[src/rtl/multicycle_sequencer_if.sv]
// ---------------------------------------------------------------------------
// multicycle_sequencer_if
//   Bundles the datapath-facing signals of the multi-cycle CPU control FSM.
//
//   master modport : the sequencer (drives enables/strobes, reads status)
//   slave  modport : the datapath / memory side
//
//   Datapath -> sequencer : opcode[5:0], alu_zero, mem_ready
//   Sequencer -> datapath : ir_we, pc_we, pc_sel[1:0], reg_we, reg_dst,
//                           mem_to_reg, alu_src, alu_op[1:0], mem_rd, mem_wr,
//                           instr_done, state[2:0], err_code[1:0],
//                           retired[CNT_W-1:0]
// ---------------------------------------------------------------------------
interface multicycle_sequencer_if #(
    parameter int CNT_W = 32
);
    logic [5:0]       opcode;
    logic             alu_zero;
    logic             mem_ready;

    logic             ir_we;
    logic             pc_we;
    logic [1:0]       pc_sel;
    logic             reg_we;
    logic             reg_dst;
    logic             mem_to_reg;
    logic             alu_src;
    logic [1:0]       alu_op;
    logic             mem_rd;
    logic             mem_wr;
    logic             instr_done;
    logic [2:0]       state;
    logic [1:0]       err_code;
    logic [CNT_W-1:0] retired;

    modport master (
        input  opcode, alu_zero, mem_ready,
        output ir_we, pc_we, pc_sel, reg_we, reg_dst, mem_to_reg, alu_src,
               alu_op, mem_rd, mem_wr, instr_done, state, err_code, retired
    );

    modport slave (
        output opcode, alu_zero, mem_ready,
        input  ir_we, pc_we, pc_sel, reg_we, reg_dst, mem_to_reg, alu_src,
               alu_op, mem_rd, mem_wr, instr_done, state, err_code, retired
    );
endinterface

[src/rtl/multicycle_sequencer.sv]
// ---------------------------------------------------------------------------
// multicycle_sequencer
//   Opcode-aware main control FSM for the multi-cycle CPU datapath.
//   FETCH -> DECODE -> EXEC -> [MEM] -> [WB] -> FETCH, with a sticky ERROR
//   state for illegal opcodes and data-memory timeouts. Counts retired
//   instructions (one per instr_done pulse, wrapping).
//
//   Ports:
//     clk        in   system clock, rising edge
//     nreset     in   asynchronous, ACTIVE-HIGH reset (despite the name)
//     run, step  in   only when MC_SEQ_SINGLE_STEP_EN is defined
//     bus        master modport of multicycle_sequencer_if (opcode, alu_zero,
//                mem_ready in; enables, strobes, state, err_code, retired out)
//
//   Parameters:
//     CNT_W        width of the retired-instruction counter
//     MEM_TIMEOUT  MEM cycles without mem_ready before a timeout error (1..255)
//
//   Configuration macro:
//     MC_SEQ_SINGLE_STEP_EN  adds run/step single-step control. Without it the
//                            sequencer always runs freely.
// ---------------------------------------------------------------------------
module multicycle_sequencer #(
    parameter int CNT_W       = 32,
    parameter int MEM_TIMEOUT = 15
) (
    input  logic                  clk,
    input  logic                  nreset,
`ifdef MC_SEQ_SINGLE_STEP_EN
    input  logic                  run,
    input  logic                  step,
`endif
    multicycle_sequencer_if.master bus
);

    localparam logic [5:0] OP_R   = 6'b000000;
    localparam logic [5:0] OP_LW  = 6'b100011;
    localparam logic [5:0] OP_SW  = 6'b101011;
    localparam logic [5:0] OP_BEQ = 6'b000100;
    localparam logic [5:0] OP_J   = 6'b000010;

    localparam logic [1:0] ERR_NONE    = 2'b00;
    localparam logic [1:0] ERR_ILLEGAL = 2'b01;
    localparam logic [1:0] ERR_TIMEOUT = 2'b10;

    // Wait count at which the current no-ready MEM cycle is the last allowed.
    localparam logic [7:0] WAIT_LAST = 8'(MEM_TIMEOUT - 1);

    typedef enum logic [2:0] {
        S_FETCH  = 3'd0,
        S_DECODE = 3'd1,
        S_EXEC   = 3'd2,
        S_MEM    = 3'd3,
        S_WB     = 3'd4,
        S_ERROR  = 3'd7
    } state_t;

    state_t           state_q, state_d;
    logic [5:0]       op_q, op_d;
    logic [7:0]       wait_q, wait_d;
    logic [1:0]       err_q, err_d;
    logic [CNT_W-1:0] retired_q, retired_d;

    // Combinational control, before reset gating.
    logic       ir_we_c, pc_we_c, reg_we_c, reg_dst_c, mem_to_reg_c;
    logic       alu_src_c, mem_rd_c, mem_wr_c, instr_done_c;
    logic [1:0] pc_sel_c, alu_op_c;

    // FETCH may start a new instruction this cycle.
    logic go;
`ifdef MC_SEQ_SINGLE_STEP_EN
    // With run low, a step pulse releases exactly one FETCH; step seen in any
    // other state has no effect because only FETCH looks at go.
    assign go = run | step;
`else
    assign go = 1'b1;
`endif

    always_ff @(posedge clk or posedge nreset) begin
        if (nreset) begin
            state_q   <= S_FETCH;
            op_q      <= '0;
            wait_q    <= '0;
            err_q     <= ERR_NONE;
            retired_q <= '0;
        end else begin
            state_q   <= state_d;
            op_q      <= op_d;
            wait_q    <= wait_d;
            err_q     <= err_d;
            retired_q <= retired_d;
        end
    end

    always_comb begin
        state_d      = state_q;
        op_d         = op_q;
        wait_d       = wait_q;
        err_d        = err_q;
        ir_we_c      = 1'b0;
        pc_we_c      = 1'b0;
        pc_sel_c     = 2'b00;
        reg_we_c     = 1'b0;
        reg_dst_c    = 1'b0;
        mem_to_reg_c = 1'b0;
        alu_src_c    = 1'b0;
        alu_op_c     = 2'b00;
        mem_rd_c     = 1'b0;
        mem_wr_c     = 1'b0;
        instr_done_c = 1'b0;

        unique case (state_q)
            S_FETCH: begin
                if (go) begin
                    ir_we_c = 1'b1;
                    state_d = S_DECODE;
                end
            end

            S_DECODE: begin
                // The live opcode is decoded here; op_q holds it for later states.
                op_d = bus.opcode;
                case (bus.opcode)
                    OP_J: begin
                        pc_we_c      = 1'b1;
                        pc_sel_c     = 2'b10;
                        instr_done_c = 1'b1;
                        state_d      = S_FETCH;
                    end
                    OP_R, OP_LW, OP_SW, OP_BEQ: state_d = S_EXEC;
                    default: begin
                        err_d   = ERR_ILLEGAL;
                        state_d = S_ERROR;
                    end
                endcase
            end

            S_EXEC: begin
                case (op_q)
                    OP_R: begin
                        alu_op_c = 2'b10;
                        state_d  = S_WB;
                    end
                    OP_LW, OP_SW: begin
                        alu_src_c = 1'b1;
                        wait_d    = '0;
                        state_d   = S_MEM;
                    end
                    OP_BEQ: begin
                        alu_op_c     = 2'b01;
                        pc_we_c      = 1'b1;
                        pc_sel_c     = {1'b0, bus.alu_zero};
                        instr_done_c = 1'b1;
                        state_d      = S_FETCH;
                    end
                    default: begin
                        // op_q was screened in DECODE; treat corruption as illegal.
                        err_d   = ERR_ILLEGAL;
                        state_d = S_ERROR;
                    end
                endcase
            end

            S_MEM: begin
                alu_src_c = 1'b1;
                mem_rd_c  = (op_q == OP_LW);
                mem_wr_c  = (op_q == OP_SW);
                if (bus.mem_ready) begin
                    if (op_q == OP_SW) begin
                        pc_we_c      = 1'b1;
                        instr_done_c = 1'b1;
                        state_d      = S_FETCH;
                    end else begin
                        state_d = S_WB;
                    end
                end else if (wait_q == WAIT_LAST) begin
                    // ERROR drives no strobes, so mem_rd/mem_wr fall on this edge.
                    err_d   = ERR_TIMEOUT;
                    state_d = S_ERROR;
                end else begin
                    wait_d = wait_q + 8'd1;
                end
            end

            S_WB: begin
                reg_we_c     = 1'b1;
                reg_dst_c    = (op_q == OP_R);
                mem_to_reg_c = (op_q == OP_LW);
                pc_we_c      = 1'b1;
                instr_done_c = 1'b1;
                state_d      = S_FETCH;
            end

            S_ERROR: begin
                // Sticky: only reset leaves this state.
            end

            default: state_d = S_ERROR;
        endcase
    end

    assign retired_d = retired_q + CNT_W'(instr_done_c);

    // Reset forces every enable low at once rather than waiting for a clock
    // edge, so a reset asserted mid-access drops mem_rd/mem_wr immediately.
    assign bus.ir_we      = ir_we_c      & ~nreset;
    assign bus.pc_we      = pc_we_c      & ~nreset;
    assign bus.pc_sel     = pc_sel_c     & {2{~nreset}};
    assign bus.reg_we     = reg_we_c     & ~nreset;
    assign bus.reg_dst    = reg_dst_c    & ~nreset;
    assign bus.mem_to_reg = mem_to_reg_c & ~nreset;
    assign bus.alu_src    = alu_src_c    & ~nreset;
    assign bus.alu_op     = alu_op_c     & {2{~nreset}};
    assign bus.mem_rd     = mem_rd_c     & ~nreset;
    assign bus.mem_wr     = mem_wr_c     & ~nreset;
    assign bus.instr_done = instr_done_c & ~nreset;
    assign bus.state      = state_q;
    assign bus.err_code   = err_q;
    assign bus.retired    = retired_q;

endmodule
[src/flat_wrapper.sv]
// flat-port wrapper written by rule: the top's interface ports become plain ports
module multicycle_sequencer_flat 
#(
    parameter int CNT_W       = 32,
    parameter int MEM_TIMEOUT = 15
)
  (clk, nreset, bus_opcode, bus_alu_zero, bus_mem_ready, bus_ir_we, bus_pc_we, bus_pc_sel, bus_reg_we, bus_reg_dst, bus_mem_to_reg, bus_alu_src, bus_alu_op, bus_mem_rd, bus_mem_wr, bus_instr_done, bus_state, bus_err_code, bus_retired);
  multicycle_sequencer_if #(.CNT_W(CNT_W)) bus_i ();
  input  logic clk;
  input  logic nreset;
  input wire logic [$bits(bus_i.opcode)-1:0] bus_opcode;
  input wire logic [$bits(bus_i.alu_zero)-1:0] bus_alu_zero;
  input wire logic [$bits(bus_i.mem_ready)-1:0] bus_mem_ready;
  output wire logic [$bits(bus_i.ir_we)-1:0] bus_ir_we;
  output wire logic [$bits(bus_i.pc_we)-1:0] bus_pc_we;
  output wire logic [$bits(bus_i.pc_sel)-1:0] bus_pc_sel;
  output wire logic [$bits(bus_i.reg_we)-1:0] bus_reg_we;
  output wire logic [$bits(bus_i.reg_dst)-1:0] bus_reg_dst;
  output wire logic [$bits(bus_i.mem_to_reg)-1:0] bus_mem_to_reg;
  output wire logic [$bits(bus_i.alu_src)-1:0] bus_alu_src;
  output wire logic [$bits(bus_i.alu_op)-1:0] bus_alu_op;
  output wire logic [$bits(bus_i.mem_rd)-1:0] bus_mem_rd;
  output wire logic [$bits(bus_i.mem_wr)-1:0] bus_mem_wr;
  output wire logic [$bits(bus_i.instr_done)-1:0] bus_instr_done;
  output wire logic [$bits(bus_i.state)-1:0] bus_state;
  output wire logic [$bits(bus_i.err_code)-1:0] bus_err_code;
  output wire logic [$bits(bus_i.retired)-1:0] bus_retired;
  assign bus_i.opcode = bus_opcode;
  assign bus_i.alu_zero = bus_alu_zero;
  assign bus_i.mem_ready = bus_mem_ready;
  assign bus_ir_we = bus_i.ir_we;
  assign bus_pc_we = bus_i.pc_we;
  assign bus_pc_sel = bus_i.pc_sel;
  assign bus_reg_we = bus_i.reg_we;
  assign bus_reg_dst = bus_i.reg_dst;
  assign bus_mem_to_reg = bus_i.mem_to_reg;
  assign bus_alu_src = bus_i.alu_src;
  assign bus_alu_op = bus_i.alu_op;
  assign bus_mem_rd = bus_i.mem_rd;
  assign bus_mem_wr = bus_i.mem_wr;
  assign bus_instr_done = bus_i.instr_done;
  assign bus_state = bus_i.state;
  assign bus_err_code = bus_i.err_code;
  assign bus_retired = bus_i.retired;
  multicycle_sequencer #(.CNT_W(CNT_W), .MEM_TIMEOUT(MEM_TIMEOUT)) u_core (.clk(clk), .nreset(nreset), .bus(bus_i));
endmodule
[config.mk]
export PLATFORM = sky130hd
export DESIGN_NAME = multicycle_sequencer_flat
export DESIGN_NICKNAME = d
export VERILOG_FILES = /design/src/rtl/multicycle_sequencer_if.sv /design/src/rtl/multicycle_sequencer.sv /design/src/flat_wrapper.sv
export SDC_FILE = /design/constraint.sdc
export NUM_CORES = 1
export LEC_CHECK = 0
export CORE_ASPECT_RATIO = 2
export CORE_MARGIN = 5
export CORE_UTILIZATION = 50
export DETAILED_ROUTE_END_ITERATION = 12
export HOLD_SLACK_MARGIN = 0.1
export PLACE_DENSITY = 0.88
export SYNTH_ARGS = -nofsm -noshare
export SYNTH_HDL_FRONTEND = slang
export SYNTH_SLANG_ARGS = --single-unit
[constraint.sdc]
create_clock -name clk -period 3.75 [get_ports clk]
set_input_delay 0.75 -clock clk [delete_from_list [all_inputs] [get_ports clk]]
set_output_delay 0.75 -clock clk [all_outputs]
set_load 0.005 [all_outputs]
==> flow_summary_export.csv <==
group,metric,value,unit
layout,area_delta_synth_final,29.2,%
layout,finish.instance_area,3410,um2
detailed_routing,drc,0,
logic_synthesis,synth-edff-count,0,
place,place_area,3290,um2
min_path,hold_depth,1,
critical_path,cp-end-kind,"primary output",
critical_path,start_kind,"flop",
power,p_per_area,287,nW/um2
min_path,hp-start,"u_core.bus.retired[31]",
sta,final.setup_skew,0.00534,ns
global_route,track_usage,18.6,%
min_path,hold_end,"u_core.bus.retired[31]",
clocking,cts_root_buffer,"clkbuf_8",
die,die_y,113,um
place,hpwl,4520,um
sta,tightest_slew,0.679,ns
detailed_routing,routed_wl,6110,um
logic_synthesis,syn_inst,249,
detailed_routing,first_iter_violations,96,
die,num_rows,37,
global_route,antenna_found_initial,0,
clocking,numCtsBuffers,5,
detailed_routing,vias,2135,
sta,slew_viol_final,0,
critical_path,crit_type,"reg2out",
critical_path,reg2reg_depth,10,
critical_path,crit_arrival,2.57,ns
layout,drive_gt1_share,9.35,%
job,max-cap-violations,0,
logic_synthesis,synthFlopType,"dfrtp_1",
layout,final_nets,323,
die,pin_count,60,
clocking,htreeDepth,2,
sta,grt_setup_unrepaired,"false",
detailed_routing,post_drt_wl_per_cell,16.6,um
critical_path,rr_startpoint,"u_core.op_q[3]",
sta,hold_viol_final,0,
logic_synthesis,yosysSeqAreaShare,48.3,%
power,vdd_drop_max,0.330,mV
logic_synthesis,ys_ff_latch,51,
global_route,grt_overflow_total,0,
logic_synthesis,avgSynthCellArea,10.6,um2
die,start_util,51.4,%
logic_synthesis,ys_types,47,
layout,n_fill_cell,390,
layout,n_antenna_cell,0,
sta,finalCriticalPeriod,3.32,ns
logic_synthesis,yosys_warnings,0,
die,die_w,61.4,um
sta,fin_crit_sh,88.6,%
clocking,postCtsSetupBuffers,0,
power,leakagePower,0.00145,uW
run_status,status,"finished clean",
global_route,grt_max_degree,52,
place,place.port_buffers,59,
place,finalWeightedCongestion,0.901,
detailed_routing,drtAntennaViolNets,0,
sta,fin_tns_setup,0,ns
clocking,cts_buffer_depth,2,
layout,final_util,66.4,%
place,dp_slack,0.269,ns
logic_synthesis,synth_area,2640,um2
detailed_routing,via_per_inst,5.80,
min_path,holdCritPathClass,"reg2reg",
clocking,cts_tree,"done",
die,core_area,5140,um2
clocking,cts-hold-fix-buffers,0,
die,dieArea,6930,um2
clocking,post_cts_resized,0,
sta,max-slew-margin-rel,54.3,%
critical_path,rrSetupSlack,0.55,ns
global_route,grt_pass1_vias,2222,
critical_path,cp_max_fo,6,
detailed_routing,first_pass_iters,4,
critical_path,r2r_end,"u_core.bus.retired[24]",
clocking,cts_sinks,51,
critical_path,crit_required,3.00,ns
clocking,insertion_delay,0.30,ns
clocking,path_clk_slew,0.10,ns
logic_synthesis,syn_nets,263,
logic_synthesis,async_reset_ff_share,100,%
global_route,grt_pass1_wl,10100,um
sta,setup-violations-final,0,
sta,fin_ws,0.426,ns
sta,fmax,301,MHz
## flip-flops by register name, summed over array words and instances, names as in the netlist
| signal | flops |
|---|---|
| u_core.wait_q | 8 |
| u_core.op_q | 6 |
| u_core.bus.retired | 32 |
| u_core.bus.state | 3 |
| u_core.bus.err_code | 2 |
## kinds of logic after synthesis
group,Yosys count,synth area share [%]
and+or+nand+nor,113,26.1
DFF,51,48.3
xor gates and xnor gates,35,11.6
AOI/OAI and AO/OA,20,5.92
buffers and inverters,19,3.08
muxes,7,3.12
adders and majority gates,4,1.89
## placed cells by master, fill, tap and decap left out, types with 2 or more instances in the layout
cell	synthesis	routed
a21oi_1	6	6
a31oi_1	2	2
and2_1	4	4
and3_1	8	8
and4_1	5	5
buf_4	1	5
clkbuf_8	0	6
clkdlybuf4s50_1	0	59
dfrtp_1	51	51
ha_1	4	4
inv_1	8	7
mux2_2	6	6
nand2_1	15	15
nand3_1	13	13
nand3b_1	4	4
nand4_1	17	17
nand4b_1	4	4
nor2_1	16	16
nor3_1	5	5
nor3b_1	3	3
nor4_1	4	4
nor4_2	2	2
nor4b_1	2	2
o21ai_0	2	2
o31ai_1	2	2
or3_1	2	2
or4_1	2	2
xnor2_1	27	27
xor2_1	8	8
## metrics by stage
step | hold WS, ns | total power (uW) | instances
detailed placement | 0.476 | 589 | 360
CTS | 0.489 | 988 | 368
global placement | 0.462 | 588 | 360
global route | 0.520 | 1010 | 368
floorplan | 0.468 | 571 | 249
finish | 0.485 | 981 | 368
## layout make-up
cell class | instances | area (um2) | share of cell area [%]
multi-input combinational | 179 | 1280 | 37.6
sequential | 51 | 1280 | 37.4
timing repair buffer | 64 | 628 | 18.4
clock buffer | 6 | 82.6 | 2.42
tap | 58 | 72.6 | 2.13
clock inverter | 2 | 38.8 | 1.14
inverter | 8 | 30.0 | 0.880
## cells in the mapped netlist, drive strengths merged, types with 2 or more instances
cell / count / share of area, %
ha: 4 / 1.9
or3: 2 / 0.47
o311ai: 3 / 1.7
nand2: 15 / 2.1
or4: 2 / 0.57
o21ai: 2 / 0.38
xor2: 8 / 2.7
a31oi: 2 / 0.47
and2: 4 / 0.95
nand4b: 4 / 1.3
buf: 5 / 0.99
nand3b: 4 / 1.1
inv: 8 / 1.1
nand4: 17 / 4.0
xnor2: 27 / 8.9
nor3b: 4 / 1.3
nor2: 17 / 2.5
nor3: 6 / 1.6
mux2: 7 / 3.1
and4: 5 / 1.7
dfrtp: 51 / 48
clkbuf: 6 / 0.95
nand3: 13 / 2.5
nor4b: 2 / 0.66
nor4: 6 / 1.9
and3: 8 / 1.9
a21oi: 6 / 1.1
o31ai: 2 / 0.57
## worst max-delay path by stage
| stage | from | endpoint | slack (ns) | depth (start not counted) |
|---|---|---|---|---|
| global route | bus_opcode[3] | bus_pc_we | 0.26 | 6 |
| finish | u_core.op_q[3] | bus_pc_we | 0.43 | 5 |
| global placement | bus_opcode[3] | u_core.bus.retired[26] | 0.41 | 11 |
| detailed placement | bus_opcode[3] | u_core.bus.retired[24] | 0.27 | 11 |
| CTS | u_core.op_q[3] | bus_instr_done | 0.43 | 5 |
| floorplan | nreset | bus_pc_sel[1] | 0.91 | 2 |
## per-layer routing
| metal | vias up | GRT usage [%] | share of wire [%] |
|---|---|---|---|
| met3 | 10 | 3.20 | 4.6 |
| met2 | 63 | 33.0 | 57 |
| li1 | 1028 | - | - |
| met1 | 1034 | 20.5 | 37 |
| met5 | - | 0 | 0 |
| met4 | 0 | 8.36 | 2.0 |
## critical path, stage by stage, from the launching register on
cell and delay (ns):
dfrtp_1 0.43, or4_1 0.69, nor3_4 0.24, nand3b_1 0.13
a31oi_1 0.23, clkdlybuf4s50_1 0.54
## power breakdown
part	internal, uW	leakage [uW]	switching [uW]
registers	549	0.000692	0
clock network	220	0.0000618	184
logic	10.4	0.000692	17.1
total	780	0.00145	201
(Power assumes the default switching activity.)
